--- config.mk ---
export PLATFORM = sky130hd
export DESIGN_NAME = reg_file_mp_flat
export DESIGN_NICKNAME = d
export VERILOG_FILES = /design/src/rtl/reg_file_mp_if.sv /design/src/rtl/reg_file_mp.sv /design/src/flat_wrapper.sv
export SDC_FILE = /design/constraint.sdc
export NUM_CORES = 1
export LEC_CHECK = 0
export BUFFER_PORTS_ARGS = -buffer_cell sky130_fd_sc_hd__buf_2
export CAP_MARGIN = 20
export CORE_MARGIN = 10
export CORE_UTILIZATION = 62
export DETAILED_ROUTE_END_ITERATION = 12
export GPL_ROUTABILITY_DRIVEN = 1
export PLACE_DENSITY = 0.8
export SYNTH_ARGS = -nofsm -noshare
export SYNTH_HDL_FRONTEND = slang
export SYNTH_SLANG_ARGS = --single-unit
--- constraint.sdc ---
create_clock -name clk -period 3 [get_ports clk]
set_input_delay 0.6 -clock clk [delete_from_list [all_inputs] [get_ports clk]]
set_output_delay 0.6 -clock clk [all_outputs]
set_load 0.02 [all_outputs]
--- src/rtl/reg_file_mp_if.sv ---
`default_nettype none
// ============================================================================
// Module      : reg_file_mp_if
// Description : Bundles the read ports, the write port, the clear request
//               and the status outputs of reg_file_mp. The master modport
//               is the decode/writeback side; the slave modport is the
//               register file.
// Revision    : 1.0 - initial release
// ============================================================================
interface reg_file_mp_if #(
    parameter int DATA_W = 32,
    parameter int ADDR_W = 4
);
    localparam int c_NBE   = DATA_W / 8;
    localparam int c_DEPTH = 2 ** ADDR_W;

    logic [ADDR_W-1:0]  rd_addr1;
    logic [ADDR_W-1:0]  rd_addr2;
    logic [DATA_W-1:0]  rd_data1;
    logic [DATA_W-1:0]  rd_data2;
    logic               wr_en;
    logic [ADDR_W-1:0]  wr_addr;
    logic [c_NBE-1:0]   wr_be;
    logic [DATA_W-1:0]  wr_data;
    logic               clr_req;
    logic               busy;
    logic               wr_drop;
    logic [c_DEPTH-1:0] dirty;

    modport master (
        output rd_addr1, rd_addr2, wr_en, wr_addr, wr_be, wr_data, clr_req,
        input  rd_data1, rd_data2, busy, wr_drop, dirty
    );

    modport slave (
        input  rd_addr1, rd_addr2, wr_en, wr_addr, wr_be, wr_data, clr_req,
        output rd_data1, rd_data2, busy, wr_drop, dirty
    );
endinterface
`default_nettype wire

--- src/rtl/reg_file_mp.sv ---
`default_nettype none
// ============================================================================
// Module      : reg_file_mp
// Description : DEPTH x DATA_W register file with two asynchronous read
//               ports, one synchronous byte-enabled write port, per-register
//               dirty bits and a sequential clear sweep (one register per
//               cycle) used as a soft reset.
//               Optional macro REG_FILE_MP_BYPASS_EN enables write-through
//               forwarding of the in-flight write onto the read ports.
// Revision    : 1.0 - initial release
// ============================================================================
module reg_file_mp #(
    parameter int DATA_W = 32,
    parameter int ADDR_W = 4
) (
    input  wire logic        clk,
    input  wire logic        rst,
    reg_file_mp_if.slave     bus
);
    localparam int c_NBE   = DATA_W / 8;
    localparam int c_DEPTH = 2 ** ADDR_W;
    localparam logic [ADDR_W-1:0] c_LAST = ADDR_W'(c_DEPTH - 1);

    // Sweep controller states
    localparam logic [0:0] c_IDLE  = 1'b0;
    localparam logic [0:0] c_SWEEP = 1'b1;

    logic [DATA_W-1:0]  r_mem [c_DEPTH];
    logic [c_DEPTH-1:0] r_dirty;
    logic [0:0]         r_state;
    logic [ADDR_W-1:0]  r_cnt;
    logic               r_busy;
    logic               r_wr_drop;

    // Storage, dirty tracking and clear-sweep controller in one block so the
    // sweep and the write port can never fight over the same register.
    always_ff @(posedge clk) begin
        if (rst) begin
            for (int i = 0; i < c_DEPTH; i++) begin
                r_mem[i] <= '0;
            end
            r_dirty   <= '0;
            r_state   <= c_IDLE;
            r_cnt     <= '0;
            r_busy    <= 1'b0;
            r_wr_drop <= 1'b0;
        end else begin
            r_wr_drop <= 1'b0;
            case (r_state)
                c_IDLE: begin
                    // A write in the same cycle as clr_req lands first; the
                    // sweep clears it later.
                    if (bus.wr_en) begin
                        for (int k = 0; k < c_NBE; k++) begin
                            if (bus.wr_be[k]) begin
                                r_mem[bus.wr_addr][8*k +: 8] <= bus.wr_data[8*k +: 8];
                            end
                        end
                        if (|bus.wr_be) begin
                            r_dirty[bus.wr_addr] <= 1'b1;
                        end
                    end
                    if (bus.clr_req) begin
                        r_state <= c_SWEEP;
                        r_cnt   <= '0;
                        r_busy  <= 1'b1;
                    end
                end
                c_SWEEP: begin
                    // clr_req is ignored here; writes are rejected and flagged.
                    r_mem[r_cnt]   <= '0;
                    r_dirty[r_cnt] <= 1'b0;
                    if (bus.wr_en) begin
                        r_wr_drop <= 1'b1;
                    end
                    if (r_cnt == c_LAST) begin
                        r_state <= c_IDLE;
                        r_busy  <= 1'b0;
                        r_cnt   <= '0;
                    end else begin
                        r_cnt <= r_cnt + ADDR_W'(1);
                    end
                end
                default: begin
                    r_state <= c_IDLE;
                    r_busy  <= 1'b0;
                    r_cnt   <= '0;
                end
            endcase
        end
    end

`ifdef REG_FILE_MP_BYPASS_EN
    logic [DATA_W-1:0] w_merged;
    logic              w_fwd;

    // Only forward a write that will actually be stored.
    assign w_fwd = bus.wr_en && (r_state == c_IDLE) && !rst;

    for (genvar k = 0; k < c_NBE; k++) begin : g_merge
        assign w_merged[8*k +: 8] = bus.wr_be[k] ? bus.wr_data[8*k +: 8]
                                                 : r_mem[bus.wr_addr][8*k +: 8];
    end

    // Read ports with write-through forwarding.
    always_comb begin
        bus.rd_data1 = r_mem[bus.rd_addr1];
        bus.rd_data2 = r_mem[bus.rd_addr2];
        if (w_fwd && (bus.rd_addr1 == bus.wr_addr)) begin
            bus.rd_data1 = w_merged;
        end
        if (w_fwd && (bus.rd_addr2 == bus.wr_addr)) begin
            bus.rd_data2 = w_merged;
        end
    end
`else
    // Read ports return stored contents only.
    always_comb begin
        bus.rd_data1 = r_mem[bus.rd_addr1];
        bus.rd_data2 = r_mem[bus.rd_addr2];
    end
`endif

    assign bus.busy    = r_busy;
    assign bus.wr_drop = r_wr_drop;
    assign bus.dirty   = r_dirty;

endmodule
`default_nettype wire
--- src/flat_wrapper.sv ---
// flat-port wrapper written by rule: the top's interface ports become plain ports
module reg_file_mp_flat 
#(
    parameter int DATA_W = 32,
    parameter int ADDR_W = 4
)
  (clk, rst, bus_rd_addr1, bus_rd_addr2, bus_wr_en, bus_wr_addr, bus_wr_be, bus_wr_data, bus_clr_req, bus_rd_data1, bus_rd_data2, bus_busy, bus_wr_drop, bus_dirty);
  reg_file_mp_if #(.DATA_W(DATA_W), .ADDR_W(ADDR_W)) bus_i ();
  input  wire logic clk;
  input  wire logic rst;
  input wire logic [$bits(bus_i.rd_addr1)-1:0] bus_rd_addr1;
  input wire logic [$bits(bus_i.rd_addr2)-1:0] bus_rd_addr2;
  input wire logic [$bits(bus_i.wr_en)-1:0] bus_wr_en;
  input wire logic [$bits(bus_i.wr_addr)-1:0] bus_wr_addr;
  input wire logic [$bits(bus_i.wr_be)-1:0] bus_wr_be;
  input wire logic [$bits(bus_i.wr_data)-1:0] bus_wr_data;
  input wire logic [$bits(bus_i.clr_req)-1:0] bus_clr_req;
  output wire logic [$bits(bus_i.rd_data1)-1:0] bus_rd_data1;
  output wire logic [$bits(bus_i.rd_data2)-1:0] bus_rd_data2;
  output wire logic [$bits(bus_i.busy)-1:0] bus_busy;
  output wire logic [$bits(bus_i.wr_drop)-1:0] bus_wr_drop;
  output wire logic [$bits(bus_i.dirty)-1:0] bus_dirty;
  assign bus_i.rd_addr1 = bus_rd_addr1;
  assign bus_i.rd_addr2 = bus_rd_addr2;
  assign bus_i.wr_en = bus_wr_en;
  assign bus_i.wr_addr = bus_wr_addr;
  assign bus_i.wr_be = bus_wr_be;
  assign bus_i.wr_data = bus_wr_data;
  assign bus_i.clr_req = bus_clr_req;
  assign bus_rd_data1 = bus_i.rd_data1;
  assign bus_rd_data2 = bus_i.rd_data2;
  assign bus_busy = bus_i.busy;
  assign bus_wr_drop = bus_i.wr_drop;
  assign bus_dirty = bus_i.dirty;
  reg_file_mp #(.DATA_W(DATA_W), .ADDR_W(ADDR_W)) u_core (.clk(clk), .rst(rst), .bus(bus_i));
endmodule
==> qor.csv <==
stage,metric,value,unit
critical_path,crit_path_frequent_cell,buf_2,
sta,period_minus_slack,2942,ps
drt,drc,0,
synth,synthesis.nets,2092,
cts,cts_sinks,535,
sta,setup-violations-final,0,
critical_path,max_stage_delay,880,ps
global_route,grtUsageTotal,31.80,%
floorplan,die_x,235.0,um
drt,drtIter0Drc,3859,
finish,drive_above_1_share,33.24,%
sta,slew_viol_final,0,
critical_path,setup.worst_path.end_class,output pin,
floorplan,die_y,235.0,um
place,placed_cell_area,31020,um2
finish,multiInputGateArea,11780,um2
drt,drt_first_pass_iters,8,
run_status,status,"complete, no violations",
drt,avgRoutedWirePerCell,32.13,um
synth,synth_area_leader_cell,edfxtp_1,
synth,ys_ff_latch,535,
cts,clock_latency,610,ps
synth,synth_top_area_share,53.64,%
critical_path,cp.depth,5,
finish,fin_nets,2224,
synth,seq_area_frac_synth,55.24,%
global_route,grt_start_max_net_pins,77,
sta,max_slew_margin,27.96,%
cts,clkTransAtPathRegs,60,ps
finish,ff_latch_area,15840,um2
place,routabilityCongestion,0.9083,
pwr,internal_power,13.13,mW
synth,avgSynthCellArea,14.08,um2
synth,yosys_warnings,0,
pwr,powerDensity,546.4,nW/um2
cts,clockBufferDepth,3,
sta,fin_hold_ws,337.7,ps
finish,stdcell_area,32690,um2
critical_path,worst-path-buf-inv,2,
pwr,ir_worst_vdd,0.0004578,V
job,drv_cap,0,
sta,fmaxAchievable,340.0,MHz
critical_path,critPathTopFamily,simple AND/OR/NAND/NOR gates,
pwr,clock_power_share,36.6,%
synth,synth_commonest_cells,"edfxtp_1, nor3_1, mux4_2, clkbuf_1, a22oi_1",
synth,synth_cell_types,51,
drt,vias,22115,
synth,synth-edff-count,512,
synth,synthTopCellsByArea,"edfxtp_1, mux4_2, nor3_1, a22oi_1, nor4_1",
drt,drt-total-wl,90120,um
cts,cts_tree,built,
sta,tightest_slew,1081,ps
pwr,p_sw,4.729,mW
synth,async_flop_share,0,%
floorplan,core_area,45580,um2
critical_path,worstPathRequired,2400,ps
synth,synth_most_common_cell,edfxtp_1,
floorplan,start_util,62.89,%
sta,rsz0062_at_grt,false,
sta,setup_ws,58.49,ps
sta,fin_setup_tns,0,ps
floorplan,rows,78,
place,port_buffers,133,
cts,cts_max_level,2,
hold_path,holdPathStages,3,
synth,yosys_most_used_dff,edfxtp_1,
cts,cts-resized-gates,0,
pwr,p_sw_share,26.48,%
global_route,antenna_found_initial,0,
critical_path,crit_fanout,27,
finish,n_antenna_cell,0,
sta,finalHoldViolCount,0,
sta,period_share,98.05,%
critical_path,reg2reg_depth,6,
cts,cts-root-buf,clkbuf_16,
hold_path,hold_class,in2reg,
floorplan,die_area,55230,um2
critical_path,arrival,2340,ps
critical_path,worst_setup_path_start_kind,input port,
cts,numCtsBuffers,55,
synth,synth_area,28660,um2
pwr,power_frac_seq,48.3,%
floorplan,io_pins,134,
global_route,grt_pass1_vias,22342,
cts,ctsHoldBuffers,0,
critical_path,path_cells,buf_2 -> and2_2 -> a22oi_1 -> nand2_1 -> buf_2,
place,pre_cts_slack,118.6,ps
pwr,pwr-share-comb,15.1,%
synth,syn_inst,2036,
critical_path,crit_slowest_cell,and2_2,
critical_path,crit_type,in2out,
global_route,grt_pass1_wl,136400,um
sta,fin_worst_skew,15.21,ps
cts,post-cts-setup-buffers,0,
finish,n_fill_cell,2787,
place,dp_hpwl,57460,um
drt,ant_nets,0,
global_route,grt-ovfl-total,0,
pwr,power.total,17.86,mW
finish,area_delta_synth_final,14.03,%
pwr,p_leak,11.04,nW
drt,vias_per_cell,7.884,
==> per-stage QoR <==
step | utilization, % | instances
2_1_floorplan | - | 2036
4_1_cts | 71.72 | 2805
6_report | 71.72 | 2805
3_3_place_gp | 68.06 | 2711
5_1_grt | 71.72 | 2805
3_5_place_dp | 68.06 | 2711
==> power groups by stage <==
stage	clock network [mW]	registers, mW	logic, mW
after floorplan	0	8.70	1.62
after global placement	0	8.73	2.56
after detailed placement	0	8.77	2.61
after CTS	6.50	8.62	2.63
after global routing	6.77	8.65	2.79
final	6.54	8.63	2.69
==> placed cells by master, fill, tap and decap left out, types with 9 or more instances in the layout <==
| cell type | Yosys | routed |
|---|---|---|
| nand3_1 | 57 | 57 |
| buf_2 | 87 | 129 |
| o31ai_1 | 64 | 64 |
| mux4_2 | 256 | 256 |
| nor4_1 | 97 | 97 |
| clkbuf_16 | 0 | 57 |
| dfxtp_1 | 23 | 23 |
| edfxtp_1 | 512 | 512 |
| clkbuf_1 | 145 | 14 |
| nand2_1 | 108 | 106 |
| nor3_2 | 40 | 40 |
| and3_1 | 9 | 9 |
| and2_1 | 18 | 16 |
| a22oi_1 | 129 | 129 |
| nor3_1 | 353 | 353 |
| buf_12 | 0 | 32 |
| inv_1 | 10 | 9 |
| clkinv_2 | 0 | 11 |
| buf_4 | 0 | 171 |
==> registers in the layout, summed over array words and instances, names as in the netlist <==
signal	flops
u_core.bus.busy	1
u_core.bus.dirty	16
u_core.bus.wr_drop	1
u_core.r_cnt	4
u_core.r_mem	512
u_core.r_state	1
==> layer usage <==
metal / vias up / wire length [um] / GRT usage [%]
li1: 8699 / - / -
met2: 2215 / 43620 / 51.59
met4: 0 / 5490 / 17.33
met5: - / 0 / 0
met3: 474 / 12470 / 8.032
met1: 10727 / 28540 / 38.69
==> worst register-to-register path, cell delays in order, from the launching register on <==
cell and delay, ps:
dfxtp_1 420, buf_4 380, a21o_1 140, nand2_1 360, buf_4 350, o31ai_1 380
buf_4 260
==> final timing paths <==
| path | slack (ps) | from | endpoint |
|---|---|---|---|
| worst max register to register | 420 | u_core.r_state$_SDFF_PP0_ | u_core.r_mem[11][29]$_SDFFCE_PN0P_ |
| worst max-delay path | 60 | bus_rd_addr1[2] | bus_rd_data1[6] |
| worst min register to register | 470 | u_core.bus.dirty[13]$_SDFFE_PP0P_ | u_core.bus.dirty[13]$_SDFFE_PP0P_ |
| worst min-delay path | 340 | bus_clr_req | u_core.bus.busy$_SDFFE_PP0P_ |
==> area by class of cell <==
type	count	share of cell area [%]
Inverter	10	0.1148
Sequential cell	535	48.45
Tap cell	600	2.297
Clock inverter	20	0.4440
Multi-Input combinational cell	1230	36.03
Clock buffer	74	4.651
Timing Repair Buffer	336	8.016
==> cell families after synthesis <==
family                   count (synthesis)  share of synthesized area [%]
AND/OR/NAND/NOR                        717                          13.49
flip-flops                             535                          55.24
buffers and inverters                  271                          4.138
multiplexers                           262                          20.45
AO/OA/AOI/OAI                          247                          6.508
adder cells (fa/ha/maj)                  4                         0.1746
(Power assumes the default switching activity.)
